`src/rtl/dcache_pkg.sv`:
```
// Shared definitions for the data cache: geometry, load/store codes, FSM states.
// Latency: n/a (types and constants only).
// Backpressure: n/a.
package dcache_pkg;

   localparam int DCACHE_SETS = 8;              // default number of lines
   localparam int BLOCK_WORDS = 4;              // words per line
   localparam int LINE_W      = BLOCK_WORDS * 32;
   localparam int OFFSET_W    = 4;              // byte offset inside a 16 B line
   localparam int ADDR_W      = 32;
   localparam int BLK_ADDR_W  = ADDR_W - OFFSET_W;

   function automatic int index_w(input int sets);
      return $clog2(sets);
   endfunction

   function automatic int tag_w(input int sets);
      return ADDR_W - OFFSET_W - $clog2(sets);
   endfunction

   // funct3 load codes (low bits of memReadEn)
   localparam logic [2:0] F3_LB  = 3'b000;
   localparam logic [2:0] F3_LH  = 3'b001;
   localparam logic [2:0] F3_LW  = 3'b010;
   localparam logic [2:0] F3_LBU = 3'b100;
   localparam logic [2:0] F3_LHU = 3'b101;

   // store size codes (low bits of memWriteEn)
   localparam logic [1:0] SZ_BYTE = 2'b00;
   localparam logic [1:0] SZ_HALF = 2'b01;
   localparam logic [1:0] SZ_WORD = 2'b10;

   typedef enum logic [1:0] {
      IDLE      = 2'd0,
      WRITEBACK = 2'd1,
      ALLOCATE  = 2'd2,
      UPDATE    = 2'd3
   } dcache_state_e;

endpackage

```
`src/rtl/dcache_lane_align.sv`:
```
// Load lane extraction/extension and store lane merge for one 128-bit line.
// Latency: purely combinational.
// Backpressure: none.
// Ports: line/offset select the lane; funct3 picks load width and extension,
//        size/wdata describe the store; load_data and merged_line are results.
module dcache_lane_align
   import dcache_pkg::*;
(
   input  logic [LINE_W-1:0] line,
   input  logic [3:0]        offset,
   input  logic [2:0]        funct3,
   input  logic [1:0]        size,
   input  logic [31:0]       wdata,
   output logic [31:0]       load_data,
   output logic [LINE_W-1:0] merged_line
);

   logic [31:0] word_sel;
   logic [7:0]  byte_sel;
   logic [15:0] half_sel;

   // Halfword ignores offset[0]; word ignores offset[1:0].
   assign word_sel = line[{offset[3:2], 5'b00000} +: 32];
   assign byte_sel = word_sel[{offset[1:0], 3'b000} +: 8];
   assign half_sel = word_sel[{offset[1], 4'b0000} +: 16];

   always_comb begin
      load_data = '0;
      case (funct3)
         F3_LB:   load_data = {{24{byte_sel[7]}}, byte_sel};
         F3_LH:   load_data = {{16{half_sel[15]}}, half_sel};
         F3_LW:   load_data = word_sel;
         F3_LBU:  load_data = {24'h0, byte_sel};
         F3_LHU:  load_data = {16'h0, half_sel};
         default: load_data = '0;
      endcase
   end

   always_comb begin
      merged_line = line;
      case (size)
         SZ_BYTE: merged_line[{offset, 3'b000} +: 8]             = wdata[7:0];
         SZ_HALF: merged_line[{offset[3:1], 4'b0000} +: 16]      = wdata[15:0];
         SZ_WORD: merged_line[{offset[3:2], 5'b00000} +: 32]     = wdata;
         default: merged_line = line;
      endcase
   end

endmodule

```
`src/rtl/data_cache.sv`:
```
// Direct-mapped write-back/write-allocate data cache between CPU MEM stage and block memory.
// Latency: hits complete in the request cycle; misses stall for fill (+ writeback if dirty) + 2 cycles.
// Backpressure: DATA_CACHE_BUSY_WAIT stalls the CPU; mem_busywait holds each block transfer.
// Ports: CPU side memReadEn/memWriteEn/DATA_CACHE_ADDR/DATA_CACHE_DATA in,
//        DATA_CACHE_READ_DATA/DATA_CACHE_BUSY_WAIT out; memory side mem_read/mem_write/
//        mem_address/mem_writedata out, mem_readdata/mem_busywait in.
module data_cache
   import dcache_pkg::*;
#(
   parameter int SETS = DCACHE_SETS
)
(
   input  logic                  CLK,
   input  logic                  RESET,
   input  logic [3:0]            memReadEn,
   input  logic [2:0]            memWriteEn,
   input  logic [31:0]           DATA_CACHE_ADDR,
   input  logic [31:0]           DATA_CACHE_DATA,
   output logic [31:0]           DATA_CACHE_READ_DATA,
   output logic                  DATA_CACHE_BUSY_WAIT,
   output logic                  mem_read,
   output logic                  mem_write,
   output logic [BLK_ADDR_W-1:0] mem_address,
   output logic [LINE_W-1:0]     mem_writedata,
   input  logic [LINE_W-1:0]     mem_readdata,
   input  logic                  mem_busywait
);

   localparam int IDX_W = index_w(SETS);
   localparam int TAG_W = tag_w(SETS);

   // request decode
   logic             rd_req, wr_req, req;
   logic [3:0]       offset;
   logic [IDX_W-1:0] idx;
   logic [TAG_W-1:0] tag;

   assign rd_req = memReadEn[3];
   assign wr_req = memWriteEn[2];
   assign req    = rd_req | wr_req;
   assign offset = DATA_CACHE_ADDR[3:0];
   assign idx    = DATA_CACHE_ADDR[OFFSET_W +: IDX_W];
   assign tag    = DATA_CACHE_ADDR[ADDR_W-1 -: TAG_W];

   // line storage; data/tag are not reset, only valid/dirty are
   logic [LINE_W-1:0] data_arr [SETS];
   logic [TAG_W-1:0]  tag_arr  [SETS];
   logic [SETS-1:0]   valid_bits;
   logic [SETS-1:0]   dirty_bits;
   logic [LINE_W-1:0] fill_buf;

   dcache_state_e state, state_next;

   logic              line_hit, line_dirty, miss, do_store;
   logic [LINE_W-1:0] cur_line, merged_line;
   logic [31:0]       load_data;

   assign cur_line   = data_arr[idx];
   assign line_hit   = valid_bits[idx] && (tag_arr[idx] == tag);
   assign line_dirty = valid_bits[idx] && dirty_bits[idx];

   dcache_lane_align u_lane_align (
      .line        (cur_line),
      .offset      (offset),
      .funct3      (memReadEn[2:0]),
      .size        (memWriteEn[1:0]),
      .wdata       (DATA_CACHE_DATA),
      .load_data   (load_data),
      .merged_line (merged_line)
   );

   // ---------------- FSM: next state and CPU-facing outputs ----------------
   always_comb begin
      state_next           = state;
      miss                 = 1'b0;
      do_store             = 1'b0;
      DATA_CACHE_BUSY_WAIT = 1'b0;
      DATA_CACHE_READ_DATA = '0;

      case (state)
         IDLE: begin
            miss     = req && !line_hit;
            do_store = wr_req && line_hit;
            if (miss) begin
               state_next = line_dirty ? WRITEBACK : ALLOCATE;
            end
            // A store takes priority when both enables are up, so no load data then.
            if (rd_req && !wr_req && line_hit) begin
               DATA_CACHE_READ_DATA = load_data;
            end
         end
         WRITEBACK: if (!mem_busywait) state_next = ALLOCATE;
         ALLOCATE:  if (!mem_busywait) state_next = UPDATE;
         UPDATE:    state_next = IDLE;
         default:   state_next = IDLE;
      endcase

      DATA_CACHE_BUSY_WAIT = miss || (state != IDLE);

      // While reset is held every output is forced low, even with a request pending.
      if (!RESET) begin
         DATA_CACHE_BUSY_WAIT = 1'b0;
         DATA_CACHE_READ_DATA = '0;
      end
   end

   // ---------------- FSM state, line status and memory-side registers ----------------
   always_ff @(posedge CLK or negedge RESET) begin
      if (!RESET) begin
         state         <= IDLE;
         valid_bits    <= '0;
         dirty_bits    <= '0;
         mem_read      <= 1'b0;
         mem_write     <= 1'b0;
         mem_address   <= '0;
         mem_writedata <= '0;
      end else begin
         state <= state_next;

         case (state)
            IDLE: begin
               if (miss && line_dirty) begin
                  mem_write     <= 1'b1;
                  mem_address   <= {tag_arr[idx], idx};
                  mem_writedata <= cur_line;
               end else if (miss) begin
                  mem_read    <= 1'b1;
                  mem_address <= DATA_CACHE_ADDR[ADDR_W-1:OFFSET_W];
               end
               if (do_store) begin
                  dirty_bits[idx] <= 1'b1;
               end
            end
            WRITEBACK: begin
               // Write-back done: switch straight over to the fetch, never overlapping.
               if (!mem_busywait) begin
                  mem_write     <= 1'b0;
                  mem_writedata <= '0;
                  mem_read      <= 1'b1;
                  mem_address   <= DATA_CACHE_ADDR[ADDR_W-1:OFFSET_W];
               end
            end
            ALLOCATE: begin
               if (!mem_busywait) begin
                  mem_read    <= 1'b0;
                  mem_address <= '0;
               end
            end
            UPDATE: begin
               valid_bits[idx] <= 1'b1;
               dirty_bits[idx] <= 1'b0;
            end
            default: ;
         endcase
      end
   end

   // ---------------- data/tag arrays and fill buffer ----------------
   always_ff @(posedge CLK) begin
      if (state == ALLOCATE && !mem_busywait) begin
         fill_buf <= mem_readdata;
      end
      if (state == UPDATE) begin
         data_arr[idx] <= fill_buf;
         tag_arr[idx]  <= tag;
      end else if (do_store) begin
         data_arr[idx] <= merged_line;
      end
   end

endmodule

```
`config.mk`:
```
export PLATFORM = sky130hd
export DESIGN_NAME = data_cache
export DESIGN_NICKNAME = d
export VERILOG_FILES = /design/src/rtl/dcache_pkg.sv /design/src/rtl/dcache_lane_align.sv /design/src/rtl/data_cache.sv
export SDC_FILE = /design/constraint.sdc
export NUM_CORES = 2
export LEC_CHECK = 0
export CORE_AREA = 2 2 365 367
export DETAILED_ROUTE_END_ITERATION = 8
export DIE_AREA = 0 0 367 369
export PLACE_DENSITY = 0.66
export SLEW_MARGIN = 10
export SYNTH_ARGS = -nofsm -noshare
export SYNTH_HDL_FRONTEND = slang
export SYNTH_SLANG_ARGS = --single-unit
```
`constraint.sdc`:
```
create_clock -name CLK -period 26.4 [get_ports CLK]
set_input_delay 3.96 -clock CLK [delete_from_list [all_inputs] [get_ports CLK]]
set_output_delay 3.96 -clock CLK [all_outputs]
set_load 0.01 [all_outputs]
```
==> results.json <==
{
  "finalHoldViolations": 0,
  "min_period_ns": 13.90,
  "r2r-start": "tag_arr[5][24]",
  "via_count": 45200,
  "crit_slowest_cell": "or4b_2",
  "status": "complete, but fails checks",
  "io_buffers": 392,
  "cts_buffers": 156,
  "grt-ovfl-total": 0,
  "netlist_area_um2": 65400,
  "period_share": 0.526,
  "place.gp.congestion": 0.980,
  "synth_common_cells": "edfxtp_1, nand2_1, a22oi_1, o21ai_0, mux2i_1",
  "holdPathEnd": "valid_bits[2]",
  "die_x_um": 367,
  "synthTopCellsByArea": "edfxtp_1, dfrtp_1, mux2i_1",
  "p_per_area_nw_per_um2": 79.3,
  "drtPass1Iterations": 9,
  "ys_seq_area_frac": 0.688,
  "synth_top_area_frac": 0.620,
  "synthMostInstantiatedCell": "edfxtp_1",
  "yosysTopAreaCell": "edfxtp_1",
  "cts-hold-fix-buffers": 0,
  "min_delay_path_depth": 1,
  "rr_worst_depth": 12,
  "clkLatencyLatePin_ns": 0.82,
  "drv_slew": 1,
  "start_util": 0.499,
  "grt_pass1_wl_um": 325000,
  "fin_ws_ns": 12.50,
  "max_freq_mhz": 72.0,
  "cts_resized": 0,
  "cp_top_family": "simple AND/OR/NAND/NOR gates",
  "crit_fanout": 51,
  "grt_max_degree": 129,
  "r2r_setup_slack_ns": 20.47,
  "yosysWarnings": 0,
  "final_cells": 6769,
  "ios": 393,
  "cp_cell_sequence": "buf_4 > buf_4 > buf_4 > nor2b_1 > a22o_1 > or3_1 > nand4_1 > or4b_2 > nor4b_4 > nand4_2 > or2_2 > a21oi_1 > clkdlybuf4s50_1",
  "syn_inst": 4501,
  "synth.avg_cell_area_um2": 14.5,
  "required_ns": 22.44,
  "cts.sinks": 1528,
  "yosysUniqueCellTypes": 79,
  "grtUsageTotal": 0.338,
  "crit_path_frequent_cell": "buf_4",
  "leakage_nw": 26.7,
  "async_flop_share": 0.115,
  "layout-drive-gt1-share": 0.132,
  "ys.flop_type": "edfxtp_1",
  "wl_per_cell_um": 34.3,
  "tightest_slew_ns": 1.49,
  "violations": "capacitance limit, slew limit",
  "fin_util": 0.584,
  "cpPeakStageDelay_ns": 0.71,
  "setup_tns_ns": 0,
  "critPathArrivalTime_ns": 9.94,
  "htreeDepth": 4,
  "cp-start-kind": "input port",
  "drt-vias-per-instance": 6.68,
  "dp_cells": 6470,
  "die_h_um": 369,
  "post_cts_buffers": 0,
  "cp_num_buf_inv": 4,
  "synthToLayoutAreaGrowth_pct": 17.1,
  "grt_pass1_vias": 42700,
  "antenna_found_initial": 25,
  "slew_headroom": -0.00348,
  "cts_tree": "yes",
  "ant_nets": 0,
  "crit_path_end_kind": "output port",
  "clockRootBuffer": "clkbuf_16",
  "die_area_um2": 135000,
  "drc": 0,
  "crit_type": "in2out",
  "setup_viol": 0,
  "coreArea_um2": 131000,
  "syn-num-nets": 4722,
  "synth_edf_count": 1352,
  "dpl.hpwl_um": 148000,
  "rsz0062_at_grt": "no",
  "drt-total-wl_um": 232000,
  "max-vdd-ir-drop_uv": 62.3,
  "cts_buffer_depth": 3,
  "r2r-end": "data_arr[1][34]",
  "place_ws_ns": 12.63,
  "clk_pin_slew_ns": 0.05,
  "drv_cap": 1,
  "synth_seq_cells": 1528,
  "finClkSkew_ns": 0.0389,
  "fin_nets": 5094,
  "hp-class": "reg2reg",
  "min_from": "valid_bits[2]",
  "drt_iter0_drc": 6946,
  "rows": 133
}
[worst max path at each step]
stage / startpoint / end / slack, ns / cells after the start
after global routing: DATA_CACHE_ADDR[5] / DATA_CACHE_READ_DATA[16] / 12.32 / 13
after detailed placement: DATA_CACHE_ADDR[5] / DATA_CACHE_READ_DATA[16] / 12.63 / 13
final: DATA_CACHE_ADDR[5] / DATA_CACHE_READ_DATA[16] / 12.50 / 13
after CTS: DATA_CACHE_ADDR[4] / DATA_CACHE_READ_DATA[16] / 12.62 / 13
after global placement: DATA_CACHE_ADDR[5] / DATA_CACHE_READ_DATA[16] / 12.74 / 13
after floorplan: DATA_CACHE_ADDR[4] / data_arr[0][0] / 14.03 / 10
[state kept, by name, indices dropped and copies added (netlist names), named ones only]
| signal | count |
|---|---|
| data_arr | 1024 |
| fill_buf | 128 |
| mem_address | 28 |
| mem_read | 1 |
| mem_write | 1 |
| mem_writedata | 128 |
| state | 2 |
| tag_arr | 200 |
| valid_bits | 8 |
[logic make-up (layout without fill, tap and decap cells)]
kind of cell | Yosys count | in the layout | share of synthesized area
AND/OR/NAND/NOR | 783 | 783 | 0.0549
flip-flops | 1528 | 1528 | 0.688
other | 0 | 7 | 0
buffers and inverters | 417 | 923 | 0.0282
multiplexers | 442 | 442 | 0.0832
XOR/XNOR | 12 | 12 | 0.00161
AO/OA/AOI/OAI | 1300 | 1300 | 0.141
adder cells (fa/ha/maj) | 19 | 19 | 0.00363
[final cells by class]
class / count / area, µm²
Inverter: 92 / 345
Fill cell: 10200 / 54500
Antenna cell: 7 / 17.5
Tap cell: 1755 / 2200
Clock inverter: 89 / 817
Multi-Input combinational cell: 2556 / 18800
Sequential cell: 1528 / 45000
Clock buffer: 203 / 4280
Timing Repair Buffer: 539 / 5130
[stage by stage]
step | hold slack [ns] | instance area [µm²] | power [mW]
floorplan | 0.434 | 65400 | 3.46
global placement | 0.446 | 71500 | 3.88
detailed placement | 0.449 | 71500 | 3.90
CTS | 0.464 | 76600 | 6.07
global route | 0.471 | 76600 | 6.25
finish | 0.459 | 76600 | 6.08
[report_power, final]
group          internal, mW  leakage (nW)  total, mW  switching (mW)
combinational         0.259          9.58      0.939           0.680
sequential             2.88          14.6       2.94          0.0558
clock                  1.26          2.51       2.20           0.944
total                  4.40          26.7       6.08            1.68
[per-layer routing]
metal	vias to the layer above	GRT usage	share of wire
met5	-	0	0.00077
li1	18700	-	-
met4	28	0.159	0.053
met2	3199	0.506	0.44
met3	607	0.0882	0.12
met1	22700	0.464	0.38
[placed cells by master, fill, tap and decap left out, drive strengths merged, types with 62 or more instances in the layout]
cell and n:
a221oi 103, inv 103, mux2i 247, nand2 368
o2bb2ai 109, edfxtp 1352, a21oi 170, a22oi 314
buf 153, clkinv 66, clkdlybuf4s50 385, a22o 62
mux4 69, o21ai 273, mux2 126, clkbuf 204
dfrtp 176, nor2 167
Note: power is estimated with default switching activity, not from simulation.
